--- config.mk ---
export PLATFORM = sky130hd
export DESIGN_NAME = mem_port_arbiter
export DESIGN_NICKNAME = d
export VERILOG_FILES = /design/src/rtl/mem_port_arbiter.sv
export SDC_FILE = /design/constraint.sdc
export NUM_CORES = 1
export LEC_CHECK = 0
export CORE_AREA = 2 2 107 109
export DETAILED_ROUTE_END_ITERATION = 10
export DIE_AREA = 0 0 109 111
export PLACE_DENSITY_LB_ADDON = 0.1
export SYNTH_ARGS = -nofsm -noshare
export SYNTH_HDL_FRONTEND = slang
export SYNTH_SLANG_ARGS = --single-unit
--- constraint.sdc ---
create_clock -name clk -period 4.5 [get_ports clk]
set_input_delay 0.675 -clock clk [delete_from_list [all_inputs] [get_ports clk]]
set_output_delay 0.675 -clock clk [all_outputs]
set_load 0.05 [all_outputs]
--- src/rtl/mem_port_arbiter.sv ---
// Arbitrates one single-port sync RAM between fetch and load/store; data has priority, starvation-bounded.
// 3-cycle access (grant, issue, respond), no overlap; requesters hold req until ack and see stall meanwhile.
module mem_port_arbiter #(
    parameter int ADDR_W       = 32,
    parameter int DATA_W       = 32,
    parameter int STARVE_LIMIT = 4
) (
    input  logic                clk,
    input  logic                rst,
    input  logic                inst_req_i,
    input  logic [ADDR_W-1:0]   inst_addr_i,
    output logic [DATA_W-1:0]   inst_data_o,
    output logic                inst_ack_o,
    input  logic                data_req_i,
    input  logic                data_we_i,
    input  logic [ADDR_W-1:0]   data_addr_i,
    input  logic [DATA_W/8-1:0] data_sel_i,
    input  logic [DATA_W-1:0]   data_wdata_i,
    output logic [DATA_W-1:0]   data_rdata_o,
    output logic                data_ack_o,
    input  logic                flush_i,
    output logic                stall_if_o,
    output logic                stall_mem_o,
    output logic                mem_ce_o,
    output logic                mem_we_o,
    output logic [ADDR_W-1:0]   mem_addr_o,
    output logic [DATA_W/8-1:0] mem_sel_o,
    output logic [DATA_W-1:0]   mem_wdata_o,
    input  logic [DATA_W-1:0]   mem_rdata_i
);
    localparam int SEL_W = DATA_W / 8;
    localparam int CNT_W = $clog2(STARVE_LIMIT + 1);
    localparam logic [CNT_W-1:0] CNT_MAX = CNT_W'(STARVE_LIMIT);

    typedef enum logic [1:0] {IDLE, ISSUE, RESP} state_t;

    state_t           state;
    logic             gnt_inst;
    logic             flush_pend;
    logic [CNT_W-1:0] starve_cnt;
    logic             gnt_data_c;
    logic             gnt_inst_c;

    // Data wins unless fetch has already been passed over STARVE_LIMIT times in a row.
    assign gnt_data_c = data_req_i && !(inst_req_i && (starve_cnt == CNT_MAX));
    assign gnt_inst_c = inst_req_i && !gnt_data_c;

    always_ff @(posedge clk or posedge rst) begin
        if (rst) begin
            state       <= IDLE;
            gnt_inst    <= 1'b0;
            flush_pend  <= 1'b0;
            starve_cnt  <= '0;
            mem_ce_o    <= 1'b0;
            mem_we_o    <= 1'b0;
            mem_addr_o  <= '0;
            mem_sel_o   <= '0;
            mem_wdata_o <= '0;
        end else begin
            case (state)
                IDLE: begin
                    if (!inst_req_i || gnt_inst_c) begin
                        starve_cnt <= '0;
                    end else if (starve_cnt != CNT_MAX) begin
                        starve_cnt <= starve_cnt + CNT_W'(1);
                    end
                    if (gnt_inst_c) begin
                        state       <= ISSUE;
                        gnt_inst    <= 1'b1;
                        flush_pend  <= flush_i;
                        mem_ce_o    <= 1'b1;
                        mem_we_o    <= 1'b0;
                        mem_addr_o  <= inst_addr_i;
                        mem_sel_o   <= {SEL_W{1'b1}};
                        mem_wdata_o <= '0;
                    end else if (gnt_data_c) begin
                        state       <= ISSUE;
                        gnt_inst    <= 1'b0;
                        mem_ce_o    <= 1'b1;
                        mem_we_o    <= data_we_i;
                        mem_addr_o  <= data_addr_i;
                        mem_sel_o   <= data_sel_i;
                        mem_wdata_o <= data_wdata_i;
                    end
                end
                ISSUE: begin
                    state       <= RESP;
                    mem_ce_o    <= 1'b0;
                    mem_we_o    <= 1'b0;
                    mem_addr_o  <= '0;
                    mem_sel_o   <= '0;
                    mem_wdata_o <= '0;
                    if (gnt_inst && flush_i) begin
                        flush_pend <= 1'b1;
                    end
                end
                RESP: begin
                    state      <= IDLE;
                    flush_pend <= 1'b0;
                end
                default: begin
                    state <= IDLE;
                end
            endcase
        end
    end

    // A flush seen in the response cycle itself must still squash the fetch ack.
    assign inst_ack_o   = (state == RESP) && gnt_inst && !flush_pend && !flush_i;
    assign data_ack_o   = (state == RESP) && !gnt_inst;
    assign inst_data_o  = inst_ack_o ? mem_rdata_i : '0;
    assign data_rdata_o = data_ack_o ? mem_rdata_i : '0;
    assign stall_if_o   = inst_req_i && !inst_ack_o;
    assign stall_mem_o  = data_req_i && !data_ack_o;

endmodule

# Word-level counts from Yosys, hierarchy flattened
# Index checks and enable logic that the tools add are counted.
[totals] regBits=77 inputBits=138 out_inout_bits=138 elab_cells=72
[op_classes] n_addsub=1 n_eq_ne=7 muxes=27 n_reduce_logical=28
[ops] op="$mux 32" count=6
[ops] op="$pmux 32 s2" count=2
[ops] op="$logic_and 1x1->1" count=10
[ops] op="$logic_not 1->1" count=8
[ops] op="$mux 1" count=8
[ops] op="$mux 4" count=2
[ops] op="$pmux 4 s2" count=1
[ops] op="$mux 3" count=2
[ops] op="$ne 3x3->1 const B" count=2
[ops] op="$reduce_and 2->1" count=3
[ops] op="$reduce_bool 2->1" count=3
[ops] op="$mux 2" count=2
[ops] op="$ne 2x2->1 const B" count=2
[ops] op="$pmux 1 s2" count=2
[ops] op="$pmux 2 s2" count=1
[ops] op="$add 3x1->3 const B" count=1
[ops] op="$eq 3x3->1 const B" count=1
[ops] op="$pmux 1 s3" count=1
[ops] op="$reduce_and 3->1" count=1
[ops] op="$reduce_bool 3->1" count=1
[ops] op="$eq 2x1->1 const B" count=1
[ops] op="$eq 2x2->1 const B" count=1
[ops] op="$logic_not 2->1" count=1
[ops] op="$logic_or 1x1->1" count=1

# Longest topological paths before layout
[depth] word_depth=9 mapped_depth=7 mapped_depth_nobuf=5

# Worst setup path before layout
# OpenSTA, ideal clock, no wires.
[synth_timing] path_kind="input-to-output" from="in flush_i" to="out inst_data_o[23]" arrival_time_ps=2354 path_slack_ps=1471 cell_stages=3 n_path_buf=1 cell_sequence="nor4bb_1 > clkbuf_1 > and2_1"
[synth_via] elab_chain_len=3
[synth_lines] item="start: declaration" line="21" rtl="input logic flush_i,"
[synth_lines] item="$logic_not 1->1" line="109" rtl="assign inst_ack_o = (state == RESP) && gnt_inst && !flush_pend && !flush_i;"
[synth_lines] item="$logic_and 1x1->1" line="109"
[synth_lines] item="named net inst_ack_o" line="13" rtl="output logic inst_ack_o,"
[synth_lines] item="$mux 32" line="111" rtl="assign inst_data_o = inst_ack_o ? mem_rdata_i : '0;"
[synth_lines] item="end: declaration" line="12" rtl="output logic [DATA_W-1:0] inst_data_o,"
# The timed path passes the listed nets, and every way through them passes these cells.

# Worst setup path in the final report
[layout_timing] from="in flush_i" to="out inst_data_o[25]"
[layout_via] elab_chain_len=3
[layout_lines] item="$logic_not 1->1" line="109"
[layout_lines] item="$logic_and 1x1->1" line="109"
[layout_lines] item="$mux 32" line="111"
# No other way between the ends.

==> impl_metrics.csv <==
group,metric,value,unit
run_status,status,"finished clean",
layout,diodes,0,
sta,max_slew_margin,26.87,%
clock_network,cts.sinks,77,
synth,netlist_area,0.003730,mm²
clock_network,cts_resized,0,
power,leakagePower,3.018,nW
worst_setup_path,crit_slowest_cell,"clkdlybuf4s50_1",
sta,min_period_over_period,75.20,%
sta,finalSetupTns,0,ns
worst_setup_path,path_common_cell,"clkdlybuf4s50_1",
synth,synthFlopType,"dfrtp_1",
drt,wirelength,13.57,mm
global_routing,antenna_found_initial,1,
sta,tightestPinTransition,1.094,ns
power,worst_ir_drop_vdd,383.6,µV
global_routing,grt_pass1_wl,20.69,mm
layout,nets,731,
floorplan,core,0.01108,mm²
drt,drc,0,
synth,ys_types,34,
synth,synthCells,321,
worst_setup_path,ff2ff_setup_slack,1.80,ns
clock_network,cts_max_level,3,
drt,drt_iter0_drc,202,
floorplan,io_pins,276,
synth,ys_warn_count,0,
global_routing,grt_usage,21.91,%
synth,async_reset_ff_share,100.0,%
worst_setup_path,endpoint_kind,"output port",
clock_network,clock_tree.buffer_depth,2,
floorplan,fp.dieH,111,µm
worst_setup_path,startpoint_type,"primary input",
worst_hold_path,holdPathEnd,"mem_sel_o[3]$_DFFE_PP0P_",
worst_setup_path,r2r-start,"state[0]$_DFFE_PP0P_",
worst_hold_path,holdCritStartpoint,"mem_sel_o[3]$_DFFE_PP0P_",
worst_setup_path,arrival,2.71,ns
clock_network,cts_tree,"built",
drt,via_per_inst,4.975,
synth,syn_nets,466,
worst_setup_path,crit_required,3.83,ns
sta,max_freq,0.2955,GHz
clock_network,cts_setup_buffers,0,
worst_setup_path,slowest_delay,0.81,ns
worst_setup_path,crit_type,"in2out",
worst_setup_path,reg2reg_depth,6,
drt,postRouteAntennaNets,0,
sta,fin_crit,3.384,ns
placed_design,gp_congestion,0.8469,
placed_design,numPortBuffers,275,
sta,drv_slew,0,
sta,hold_viol_final,0,
floorplan,rows,39,
worst_setup_path,worstPathCellList,"clkdlybuf4s50_1 > nor4bb_4 > buf_4 > and2_1 > clkdlybuf4s50_1",
power,power,4.691,mW
worst_hold_path,min_path_cells,1,
worst_setup_path,regToRegEndpoint,"mem_wdata_o[16]$_DFFE_PP0P_",
global_routing,gr-total-overflow,0,
synth,syn_area_per_cell,11.62,µm²
global_routing,grt_pass1_vias,3819,
worst_setup_path,crit_start,"flush_i",
sta,rsz0062_at_grt,"no",
drt,first_pass_iters,6,
clock_network,cts_buffers,9,
layout,syn2layout_area_growth,84.57,%
placed_design,place_hpwl,10.09,mm
synth,ys_seq_area_share,51.66,%
worst_setup_path,crit_fanout,34,
clock_network,clock_latency,0.33,ns
clock_network,cts-root-buf,"clkbuf_16",
synth,synth_edf_count,0,
drt,vias,3652,
run,max_cap_viol_count,0,
floorplan,design.die.area,0.01210,mm²
floorplan,start_util,33.67,%
sta,finalSetupViolCount,0,
sta,finClkSkew,0.007798,ns
power,p_per_area,681.5,mW/mm²
synth,ys_seq_elements,77,
clock_network,ctsHoldBuffers,0,
drt,avgRoutedWirePerCell,18.49,µm
worst_hold_path,min_path_type,"reg2reg",
clock_network,path_clk_slew,0.06,ns
floorplan,die_w,109,µm
layout,drive_above_1_share,5.584,%
global_routing,grt_max_degree,44,
## cell usage in the layout, fill, tap and decap left out, drive strengths merged
| cell type | synthesis | layout |
|---|---|---|
| a21o | 1 | 1 |
| nand2 | 2 | 2 |
| nand3 | 2 | 2 |
| buf | 14 | 7 |
| nand3b | 1 | 1 |
| nor2b | 4 | 4 |
| nor4bb | 1 | 1 |
| clkinv | 0 | 2 |
| o31ai | 1 | 1 |
| o2bb2ai | 5 | 5 |
| o21bai | 1 | 1 |
| and2 | 65 | 65 |
| o21ai | 2 | 2 |
| bufinv | 0 | 1 |
| inv | 7 | 9 |
| mux2 | 4 | 4 |
| clkdlybuf4s50 | 0 | 275 |
| and3b | 1 | 1 |
| a22o | 33 | 33 |
| clkbuf | 14 | 10 |
| a32o | 1 | 1 |
| dfrtp | 77 | 77 |
| o22ai | 1 | 1 |
| a221o | 32 | 32 |
| a21bo | 1 | 1 |
| and3 | 33 | 33 |
| ha | 7 | 7 |
| a21oi | 5 | 5 |
| a2111oi | 1 | 1 |
| clkinvlp | 0 | 1 |
| nor3b | 1 | 1 |
| a21boi | 2 | 2 |
| nor2 | 1 | 1 |
| mux2i | 1 | 1 |
## worst max path at each step
stage / slack (ns) / to / depth (start not counted)
finish: 1.12 / inst_data_o[25] / 5
global route: 1.0 / inst_data_o[13] / 5
CTS: 1.10 / inst_data_o[25] / 5
detailed placement: 1.10 / inst_data_o[25] / 5
global placement: 1.18 / inst_data_o[14] / 5
floorplan: 1.47 / inst_data_o[23] / 3
## routing by layer
layer | vias up | GRT usage (%) | routed length, µm
li1 | 1715 | - | -
met1 | 1759 | 27.90 | 5571
met2 | 160 | 37.23 | 6734
met3 | 18 | 4.938 | 980
met4 | 0 | 5.556 | 284
met5 | - | 0 | 0
## cells in the mapped netlist (2+ instances only)
master     count  share of area, %
a22o_1        33               7.7
and2_1        65                11
o21ai_0        2              0.27
and3_1        32               5.4
buf_2          8               1.1
inv_1          7              0.70
mux2_2         4               1.2
ha_1           7               2.3
a21boi_0       2              0.40
buf_8          3               1.2
a21oi_1        5              0.67
buf_4          2              0.40
clkbuf_1      14               1.4
nand2_1        2              0.20
o2bb2ai_1      5               1.2
a221o_1       32               8.6
dfrtp_1       77                52
nand3_1        2              0.27
nor2b_1        4              0.67
## critical path: cells and delay by family
family | cells | cell delay [ns]
and+or+nand+nor | 2 | 0.45
buffers and inverters | 3 | 1.58
## power by group
| group | internal [mW] | total [mW] | leakage [nW] | switching, mW |
|---|---|---|---|---|
| combinational | 1.02 | 2.82 | 1.85 | 1.80 |
| clock | 0.449 | 0.744 | 0.149 | 0.295 |
| sequential | 0.969 | 1.13 | 1.02 | 0.161 |
| total | 2.44 | 4.69 | 3.02 | 2.25 |
## metrics by stage
step,utilization (%),area (µm²),setup WS [ns],hold slack [ns],instances
after floorplan,-,3730,1.471,0.4811,321
after global placement,59.37,6576,1.179,0.4778,718
after detailed placement,59.37,6576,1.103,0.4731,718
after CTS,62.15,6884,1.102,0.4984,734
after global routing,62.15,6884,0.9986,0.5117,734
final,62.15,6884,1.116,0.4946,734
## final cells by class
class / count / area [µm²]
Tap cell: 143 / 178.9
Sequential cell: 77 / 1927
Multi-Input combinational cell: 209 / 1639
Timing Repair Buffer: 282 / 2805
Inverter: 7 / 26.28
Clock inverter: 6 / 68.82
Fill cell: 929 / 4193
Clock buffer: 10 / 239.0
## state kept, by name, indices dropped and copies added (netlist names)
signal / flops
mem_addr_o: 32
flush_pend: 1
starve_cnt: 3
state: 2
gnt_inst: 1
mem_we_o: 1
mem_ce_o: 1
mem_wdata_o: 32
mem_sel_o: 4
## cell families (layout without fill, tap and decap cells)
logic type / after synthesis / in the layout / synth area share, %
mux: 5 / 5 / 1.476
compound gates: 86 / 86 / 20.56
flops: 77 / 77 / 51.66
fa+ha+maj: 7 / 7 / 2.348
buf+inv: 35 / 305 / 5.099
simple gates: 111 / 111 / 18.85
(Power assumes the default switching activity.)
